File: src/rtl/fetch_pkg.sv
// Shared types and defaults for the rv32i fetch stage: data width, reset PC,
// and the PC-tagged instruction entry held in the prefetch FIFO.
package fetch_pkg;

  localparam int XLEN = 32;
  localparam logic [XLEN-1:0] RESET_PC_DEFAULT = '0;

  typedef struct packed {
    logic [XLEN-1:0] instr;
    logic [XLEN-1:0] pc;
  } fetch_entry_t;

endpackage

File: src/rtl/fetch_buffer_if.sv
// Fetch-stage bus: instruction-memory request/response, redirect from execute,
// and the instruction handshake towards decode.
interface fetch_buffer_if;
  import fetch_pkg::*;

  logic            imem_req;
  logic [XLEN-1:0] imem_addr;
  logic [XLEN-1:0] imem_rdata;
  logic            redirect_valid;
  logic [XLEN-1:0] redirect_pc;
  // instr/instr_pc are stable while instr_valid is high; a transfer happens on
  // any rising edge with instr_valid && instr_ready; instr_ready is a don't-care
  // while instr_valid is low.
  logic            instr_valid;
  logic            instr_ready;
  logic [XLEN-1:0] instr;
  logic [XLEN-1:0] instr_pc;

  modport master (
    output imem_req, imem_addr, instr_valid, instr, instr_pc,
    input  imem_rdata, redirect_valid, redirect_pc, instr_ready
  );

  modport slave (
    input  imem_req, imem_addr, instr_valid, instr, instr_pc,
    output imem_rdata, redirect_valid, redirect_pc, instr_ready
  );

endinterface

File: src/rtl/fetch_fifo.sv
// Synchronous prefetch FIFO of PC-tagged instructions with push, pop and flush.
// Flush wins over push; pointers carry one extra wrap bit to tell full from empty.
module fetch_fifo
  import fetch_pkg::*;
#(
  parameter int DEPTH = 4
) (
  input  logic                     clk,
  input  logic                     rst_n,
  input  logic                     push,
  input  fetch_entry_t             push_data,
  input  logic                     pop,
  input  logic                     flush,
  output fetch_entry_t             head,
  output logic                     empty,
  output logic [$clog2(DEPTH):0]   count
);

  localparam int AW = $clog2(DEPTH);

  fetch_entry_t    mem [DEPTH];
  logic [AW:0]     wr_ptr;
  logic [AW:0]     rd_ptr;

  assign count = wr_ptr - rd_ptr;
  assign empty = (wr_ptr == rd_ptr);
  assign head  = mem[rd_ptr[AW-1:0]];

  // Storage is reset too so the head reads as zero out of reset.
  always_ff @(posedge clk or negedge rst_n) begin
    if (!rst_n) begin
      wr_ptr <= '0;
      rd_ptr <= '0;
      for (int i = 0; i < DEPTH; i++) mem[i] <= '0;
    end else if (flush) begin
      wr_ptr <= '0;
      rd_ptr <= '0;
    end else begin
      if (push) begin
        mem[wr_ptr[AW-1:0]] <= push_data;
        wr_ptr              <= wr_ptr + 1'b1;
      end
      if (pop) rd_ptr <= rd_ptr + 1'b1;
    end
  end

endmodule

File: src/rtl/fetch_buffer.sv
// rv32i fetch stage: owns fetch_pc, issues fixed-latency imem reads and buffers
// returned instructions for decode. FETCH_BUFFER_PERF_EN adds fetch/stall counters.
module fetch_buffer
  import fetch_pkg::*;
#(
  parameter int              DEPTH    = 4,
  parameter logic [XLEN-1:0] RESET_PC = RESET_PC_DEFAULT
) (
  input  logic           clk,
  input  logic           rst_n,
  fetch_buffer_if.master bus
`ifdef FETCH_BUFFER_PERF_EN
  ,
  output logic [31:0]    fetch_count,
  output logic [31:0]    stall_count
`endif
);

  localparam int PTR_W = $clog2(DEPTH) + 1;
  localparam logic [PTR_W:0] DEPTH_W = (PTR_W + 1)'(DEPTH);

  logic [XLEN-1:0]  fetch_pc;
  logic [XLEN-1:0]  req_pc;
  logic             inflight;
  logic [PTR_W-1:0] count;
  logic [PTR_W:0]   used;
  logic             issue;
  logic             push;
  logic             pop;
  logic             empty;
  fetch_entry_t     head;
  fetch_entry_t     push_data;

  // Credit counts the in-flight request so the FIFO can never overflow;
  // a pop only frees credit from the following cycle.
  assign used      = {1'b0, count} + {{PTR_W{1'b0}}, inflight};
  assign issue     = rst_n && !bus.redirect_valid && (used < DEPTH_W);
  assign push      = inflight && !bus.redirect_valid;
  assign pop       = !empty && bus.instr_ready;
  assign push_data = '{instr: bus.imem_rdata, pc: req_pc};

  assign bus.imem_req    = issue;
  assign bus.imem_addr   = fetch_pc;
  assign bus.instr_valid = !empty;
  assign bus.instr       = head.instr;
  assign bus.instr_pc    = head.pc;

  fetch_fifo #(.DEPTH(DEPTH)) u_fifo (
    .clk       (clk),
    .rst_n     (rst_n),
    .push      (push),
    .push_data (push_data),
    .pop       (pop),
    .flush     (bus.redirect_valid),
    .head      (head),
    .empty     (empty),
    .count     (count)
  );

  always_ff @(posedge clk or negedge rst_n) begin
    if (!rst_n) begin
      fetch_pc <= RESET_PC;
      req_pc   <= '0;
      inflight <= 1'b0;
    end else if (bus.redirect_valid) begin
      fetch_pc <= bus.redirect_pc;
      inflight <= 1'b0;
    end else begin
      inflight <= issue;
      if (issue) begin
        fetch_pc <= fetch_pc + XLEN'(1);
        req_pc   <= fetch_pc;
      end
    end
  end

`ifdef FETCH_BUFFER_PERF_EN
  always_ff @(posedge clk or negedge rst_n) begin
    if (!rst_n) begin
      fetch_count <= '0;
      stall_count <= '0;
    end else begin
      if (push) fetch_count <= fetch_count + 32'd1;
      if (!empty && !bus.instr_ready) stall_count <= stall_count + 32'd1;
    end
  end
`endif

endmodule

File: src/flat_wrapper.sv
// flat-port wrapper written by rule: the top's interface ports become plain ports
module fetch_buffer_flat import fetch_pkg::*;
#(
  parameter int              DEPTH    = 4,
  parameter logic [XLEN-1:0] RESET_PC = RESET_PC_DEFAULT
)
  (clk, rst_n, bus_imem_req, bus_imem_addr, bus_instr_valid, bus_instr, bus_instr_pc, bus_imem_rdata, bus_redirect_valid, bus_redirect_pc, bus_instr_ready);
  fetch_buffer_if bus_i ();
  input  logic clk;
  input  logic rst_n;
  output wire logic [$bits(bus_i.imem_req)-1:0] bus_imem_req;
  output wire logic [$bits(bus_i.imem_addr)-1:0] bus_imem_addr;
  output wire logic [$bits(bus_i.instr_valid)-1:0] bus_instr_valid;
  output wire logic [$bits(bus_i.instr)-1:0] bus_instr;
  output wire logic [$bits(bus_i.instr_pc)-1:0] bus_instr_pc;
  input wire logic [$bits(bus_i.imem_rdata)-1:0] bus_imem_rdata;
  input wire logic [$bits(bus_i.redirect_valid)-1:0] bus_redirect_valid;
  input wire logic [$bits(bus_i.redirect_pc)-1:0] bus_redirect_pc;
  input wire logic [$bits(bus_i.instr_ready)-1:0] bus_instr_ready;
  assign bus_imem_req = bus_i.imem_req;
  assign bus_imem_addr = bus_i.imem_addr;
  assign bus_instr_valid = bus_i.instr_valid;
  assign bus_instr = bus_i.instr;
  assign bus_instr_pc = bus_i.instr_pc;
  assign bus_i.imem_rdata = bus_imem_rdata;
  assign bus_i.redirect_valid = bus_redirect_valid;
  assign bus_i.redirect_pc = bus_redirect_pc;
  assign bus_i.instr_ready = bus_instr_ready;
  fetch_buffer #(.DEPTH(DEPTH), .RESET_PC(RESET_PC)) u_core (.clk(clk), .rst_n(rst_n), .bus(bus_i));
endmodule
File: config.mk
export PLATFORM = sky130hd
export DESIGN_NAME = fetch_buffer_flat
export DESIGN_NICKNAME = d
export VERILOG_FILES = /design/src/rtl/fetch_pkg.sv /design/src/rtl/fetch_buffer_if.sv /design/src/rtl/fetch_fifo.sv /design/src/rtl/fetch_buffer.sv /design/src/flat_wrapper.sv
export SDC_FILE = /design/constraint.sdc
export NUM_CORES = 1
export LEC_CHECK = 0
export ABC_CLOCK_PERIOD_IN_PS = 4900
export CORE_MARGIN = 3
export CORE_UTILIZATION = 35
export CTS_CLUSTER_DIAMETER = 50
export DETAILED_ROUTE_END_ITERATION = 8
export PLACE_DENSITY = 0.56
export SYNTH_ARGS = -nofsm -noshare
export SYNTH_HDL_FRONTEND = slang
export SYNTH_HIERARCHICAL = 1
export SYNTH_SLANG_ARGS = --single-unit
File: constraint.sdc
create_clock -name clk -period 4.9 [get_ports clk]
set_input_delay 0.98 -clock clk [delete_from_list [all_inputs] [get_ports clk]]
set_output_delay 0.98 -clock clk [all_outputs]
set_load 0.05 [all_outputs]
==> impl_metrics.py <==
metrics = {
    "power": {
        "power.total_mw": 9.34,
        "ir_drop_v": 0.000323,
        "switching_share": 0.326,
        "power_leakage_nw": 9.44,
        "p_int_mw": 6.29,
        "pwr-share-seq": 0.368,
        "p_switching_mw": 3.05,
        "combPwrFrac": 0.280,
        "powerDensity_mw_per_mm2": 482,
        "pwr-share-clk": 0.351,
    },
    "timing": {
        "finalSetupViolCount": 0,
        "finalClockSkew_ns": 0.0132,
        "max-slew-margin-rel": 0.273,
        "timing.setup.tns_ns": 0,
        "maxSlewViolCount": 0,
        "final.min_clock_period_ns": 4.21,
        "report.final.hold_viol_count": 0,
        "period_share": 0.858,
        "fin_hold_ws_ns": 0.285,
        "setup_ws_ns": 0.694,
        "tightestPinTransition_ns": 1.09,
        "rsz0062_at_grt": "no",
        "clock.fmax_mhz": 238,
    },
    "clock_tree": {
        "hold_buffers": 0,
        "cts_inserted_buffers": 46,
        "clk_latency_ns": 0.56,
        "cts_max_level": 2,
        "cts_tree": "yes",
        "cts_root_buf": "clkbuf_16",
        "clkTransAtPathRegs_ns": 0.06,
        "cts_setup_buffers": 0,
        "cts_resized": 0,
        "clockBufferDepth": 3,
        "clkSinkCount": 327,
    },
    "logic_synthesis": {
        "synth-warning-count": 6,
        "yosysTopAreaCell": "dfrtp_1",
        "netlist_instances": 1029,
        "yosysSeqAreaShare": 0.509,
        "synth_area_leaders": "dfrtp_1 51%, mux2_4 22%, mux4_2 9.0%",
        "synth.top_cell.area_share": 0.509,
        "synth_nets": 1106,
        "ys_ff_latch": 327,
        "syn_avg_cell_area_um2": 15.6,
        "syn_area_mm2": 0.0161,
        "ys_types": 59,
    },
    "placed_design": {
        "dp_cells": 1737,
        "placed_cell_area_mm2": 0.0179,
        "portBuffers": 165,
        "hpwl_um": 22900,
        "dp_worst_setup_slack_ns": 1.19,
        "gp_congestion": 0.798,
    },
    "critical_path": {
        "worstPathRequired_ns": 3.92,
        "r2r-end": "u_core/bus.imem_addr[14]",
        "rrSetupSlack_ns": 1.53,
        "critPathMaxStageDelay_ns": 0.76,
        "arrival_ns": 3.23,
        "cp-start-kind": "flip-flop",
        "r2r-start": "u_core/u_fifo/rd_ptr[0]",
        "cp_slowest_cell": "dfrtp_4",
        "cp-startpoint": "u_core/u_fifo/rd_ptr[0]",
        "path_cells": "buf_4, mux4_2, clkdlybuf4s50_1",
        "cp-end-kind": "primary output",
        "path_max_fanout": 26,
        "crit_type": "reg -> out",
        "ff2ff_path_depth": 10,
    },
    "detailed_routing": {
        "wire_per_inst_um": 20.3,
        "vias_per_cell": 5.00,
        "drt-pass1-iter-count": 5,
        "vias": 9091,
        "drtIter0Drc": 698,
        "drc": 0,
        "wl_um": 36900,
        "ant_nets": 0,
    },
    "floorplan": {
        "dieArea_mm2": 0.0485,
        "die_w_um": 220,
        "ios": 166,
        "coreArea_mm2": 0.0448,
        "die_h_um": 220,
        "num_rows": 77,
        "start_util": 0.359,
    },
    "layout": {
        "nNetsFinal": 1270,
        "final_cells": 1820,
        "final_common_cell": "dfrtp_1",
        "drive_gt1_frac": 0.358,
        "syn2layout_area_growth_pct": 20.6,
        "final_util": 0.433,
        "final_area_mm2": 0.0194,
        "antennaDiodeCount": 0,
        "layout_common_cells": "325 x dfrtp_1, 240 x mux2_4, 162 x clkdlybuf4s50_1",
        "fillers": 4032,
    },
    "status": {
        "status": "finished, final reports clean",
    },
    "grt": {
        "track_usage": 0.157,
        "grt_start_max_net_pins": 154,
        "grt_overflow": 0,
        "grt_antenna_before_repair": 0,
        "grt_pass1_wl_um": 59900,
        "grt_pass1_vias": 9993,
    },
    "flow_run": {
        "cap_violations": 0,
    },
    "worst_hold_path": {
        "hp-class": "in -> async",
    },
}
cell usage after synthesis, drive strengths merged:
master / count
nand3: 22
nand2b: 4
a21o: 3
and2: 2
a21bo: 2
and4: 2
o211ai: 11
nand3b: 7
mux4: 64
dfrtp: 327
buf: 53
or3: 1
and3: 4
xnor2: 4
o221ai: 1
a22oi: 1
a211o: 2
nor4b: 2
a31o: 1
fa: 1
nand2: 123
or4: 3
nor3b: 3
nand4: 15
a21oi: 5
clkbuf: 14
nor3: 9
nor2b: 3
ha: 8
a31oi: 2
nor4: 5
xor2: 3
clkinv: 1
mux2i: 8
nor2: 15
o311ai: 1
a32oi: 2
o21ai: 16
a221o: 10
mux2: 256
or2: 1
inv: 12
sequential cells by signal (all words and copies together) (netlist names):
name and flops:
u_core/u_fifo/rd_ptr 3, u_core/req_pc 32, u_core/u_fifo/wr_ptr 3, u_core/bus.imem_addr 32, u_core/inflight 1, u_core/u_fifo/mem 256
layout make-up:
class / instances / area (um^2) / share of cell area
Clock inverter: 24 / 246 / 0.0127
Inverter: 13 / 48.8 / 0.00252
Clock buffer: 59 / 1280 / 0.0661
Timing Repair Buffer: 183 / 1820 / 0.0940
Tap cell: 592 / 741 / 0.0382
Sequential cell: 327 / 8190 / 0.423
Multi-Input combinational cell: 622 / 7060 / 0.364
power by group through the flow:
stage,Combinational (mW),Clock (mW),Sequential [mW]
floorplan,1.83,0,3.43
global placement,2.62,0,3.48
detailed placement,2.65,0,3.48
CTS,2.66,3.39,3.45
global route,2.76,3.51,3.51
finish,2.62,3.28,3.44
worst max-delay path: cells and delay by family, from the launching register on:
family                 cells  cell delay, ns
buffers and inverters      2            1.29
DFF                        1            0.76
muxes                      1            0.60
how the worst max path moves through the flow:
| stage | endpoint | slack, ns | cells past startpoint |
|---|---|---|---|
| 2_1_floorplan | bus_imem_req | 1.61 | 10 |
| 3_3_place_gp | bus_instr[9] | 1.21 | 3 |
| 3_5_place_dp | bus_instr[18] | 1.19 | 3 |
| 4_1_cts | bus_instr[12] | 0.55 | 3 |
| 5_1_grt | bus_instr[18] | 0.50 | 3 |
| 6_report | bus_instr[12] | 0.69 | 3 |
routing by layer:
| layer | track usage | up-vias | share of wire |
|---|---|---|---|
| li1 | - | 4099 | - |
| met3 | 0.0331 | 51 | 0.058 |
| met5 | 0 | - | 0 |
| met4 | 0.0455 | 0 | 0.019 |
| met1 | 0.231 | 4692 | 0.48 |
| met2 | 0.234 | 249 | 0.44 |
kinds of logic (layout without fill, tap and decap cells):
kind of cell,count (synthesis),in the layout,share of synthesized area
compound gates,57,57,0.0256
xor+xnor,7,7,0.00381
fa+ha+maj,9,9,0.00747
buf+inv,80,279,0.0518
flops,327,327,0.509
mux,328,328,0.330
simple gates,221,221,0.0720
No activity file was read; power rests on OpenSTA's default activity.
==> patch, RTL diff (config.mk and constraints unchanged) <==
`DEPTH` is set to 4 in 3 places; all go to 2.
--- a/src/rtl/fetch_fifo.sv
+++ b/src/rtl/fetch_fifo.sv
@@ -4,5 +4,5 @@
   import fetch_pkg::*;
 #(
-  parameter int DEPTH = 4
+  parameter int DEPTH = 2
 ) (
   input  logic                     clk,
--- a/src/rtl/fetch_buffer.sv
+++ b/src/rtl/fetch_buffer.sv
@@ -4,5 +4,5 @@
   import fetch_pkg::*;
 #(
-  parameter int              DEPTH    = 4,
+  parameter int              DEPTH    = 2,
   parameter logic [XLEN-1:0] RESET_PC = RESET_PC_DEFAULT
 ) (
--- a/src/flat_wrapper.sv
+++ b/src/flat_wrapper.sv
@@ -2,5 +2,5 @@
 module fetch_buffer_flat import fetch_pkg::*;
 #(
-  parameter int              DEPTH    = 4,
+  parameter int              DEPTH    = 2,
   parameter logic [XLEN-1:0] RESET_PC = RESET_PC_DEFAULT
 )
Function: changed (a bounded check fails within 4 cycles, from zero or initial values and one cycle with rst_n low).
==> patch against the unedited design <==
  * Area after synthesis shrank 42%
  * Sequential cell count decreased by 130
  * Non-clock buffer count shrank 8
  * Worst hold slack improved by 220 ps
  * Design area is 40% lower
  * Total power decreased by 33%
  * Worst setup slack better by 360 ps
  * Highest routed layer unchanged
  * First-iteration DRC count shrank 34%
  * Wire length fell by 41%
==> patch: results (changes against the unedited design) <==
Pre-CTS WS = 1470 ps (was 1190 ps)
Total Wirelength = 21700 microns (was 36900 microns)
VDD IR max = 0.000217 V (was 0.000323 V)
Final period util = 0.785 (was 0.858)
DR iter-0 viols = 463 (was 698)
Nets = 882 (was 1270)
Async S/R FF share, synth = 1.00 (unchanged)
DP HPWL = 14300 microns (was 22900 microns)
CTS max path bufs = 2 (was 3)
Setup tns final = 0 ps (unchanged)
Sequential share of the synthesized area = 0.527 (was 0.509)
DP Area = 11100 sq um (was 17900 sq um)
Max FFs per register = 128 (was 256)
Most frequent cells after synthesis = dfrtp_1, mux2_2, mux2_4, nand2_1, xnor2_1 (was dfrtp_1, mux2_4, nand2_1, mux4_2, buf_12)
CTS HTree Levels = 4 (was 2)
DRT Pass-1 Iters = 4 (was 5)
Worst Path Arrival = 2870 ps (was 3230 ps)
CTS buffer count = 17 (was 46)
Net Count, Synth = 728 (was 1106)
Leakage = 5.13 nW (was 9.44 nW)
Run status = finished, final reports clean (unchanged)
Cells on worst reg2reg path = 7 (was 10)
Resized cells post-CTS = 0 (unchanged)
Critical path peak fanout = 44 (was 26)
Rel. slew slack = 0.400 (was 0.273)
CP max stage delay = 910 ps (was 760 ps)
Post-route clock skew = 14.1 ps (was 13.2 ps)
Vias in the first global route = 6273 (was 9993)
Reg2reg setup slack = 1730 ps (was 1530 ps)
Largest net degree at the start of global routing = 72 (was 154)
Slowest cell on crit path = dfrtp_4 (unchanged)
Ys Warns = 6 (unchanged)
CTS root buffer = clkbuf_16 (unchanged)
First-pass GRT wire length = 35300 microns (was 59900 microns)
GP Congestion = 0.804 (was 0.798)
Final hold slack = 501 ps (was 285 ps)
Fillcell total = 2380 (was 4032)
Post-synth top flop = dfrtp_1 (unchanged)
Vias per inst = 4.99 (was 5.00)
Crit path to = bus_instr[9] (was bus_instr[12])
Hold Path Class = flip-flop to flip-flop (was input pin to asynchronous set/reset pin)
Share of cells above drive strength 1 = 0.347 (was 0.358)
Post-synth cell types = 43 (was 59)
Postcts setup bufs = 0 (unchanged)
Worst skew pair latency = 430 ps (was 560 ps)
Synth top area cells = dfrtp_1, mux2_2, mux2_4 (was dfrtp_1, mux2_4, mux4_2)
FF-to-FF End = u_core/bus.imem_addr[29]$_DFFE_PN0P_ (was u_core/bus.imem_addr[14]$_DFFE_PN0P_)
Global Route Usage Sum = 0.155 (was 0.157)
patch: changes by cell type in the layout (fill, tap and decap cells not counted), moves of 12 or more:
cell / before / now
clkbuf_16: 47 / 17
dfrtp_1: 325 / 196
mux2_2: 16 / 155
mux2_4: 240 / 70
mux4_2: 64 / 0
nand2_1: 123 / 43
nand3_1: 19 / 7
xnor2_1: 4 / 30
patch: cell families (layout without fill, tap and decap cells):
| family | after synthesis | count (layout) | share of synthesized area |
|---|---|---|---|
| muxes | 227 | 227 | 0.301 |
| DFF | 197 | 197 | 0.527 |
| and+or+nand+nor | 115 | 115 | 0.0727 |
| buffers and inverters | 49 | 216 | 0.0443 |
| AOI/OAI and AO/OA | 36 | 36 | 0.0217 |
| xor gates and xnor gates | 32 | 32 | 0.0300 |
| adders and majority gates | 2 | 2 | 0.00268 |
patch: area by class of cell:
type                       instances  area (sq um)  share of cell area
clock inverter                    15           169              0.0144
sequential                       197          4930               0.421
clock buffer                      17           425              0.0363
multi-input combinational        412          4010               0.342
timing repair buffer             175          1740               0.148
inverter                           9          33.8             0.00288
tap                              335           419              0.0357
patch: routing by layer:
layer | share of wire | global-route usage
met1 | 0.48 | 0.222
met2 | 0.46 | 0.241
met3 | 0.049 | 0.0328
met4 | 0.011 | 0.0366
met5 | 0 | 0
patch: stage by stage:
stage	util	std cells
after floorplan	-	658
after global routing	0.449	1160
final	0.449	1160
after global placement	0.426	1128
after CTS	0.449	1160
after detailed placement	0.426	1128
patch: where the power goes:
group / internal [mW] / switching (mW) / leakage (nW) / total [mW]
logic: 1.10 / 1.43 / 2.36 / 2.53
clock network: 0.767 / 0.656 / 0.282 / 1.42
registers: 2.05 / 0.295 / 2.49 / 2.34
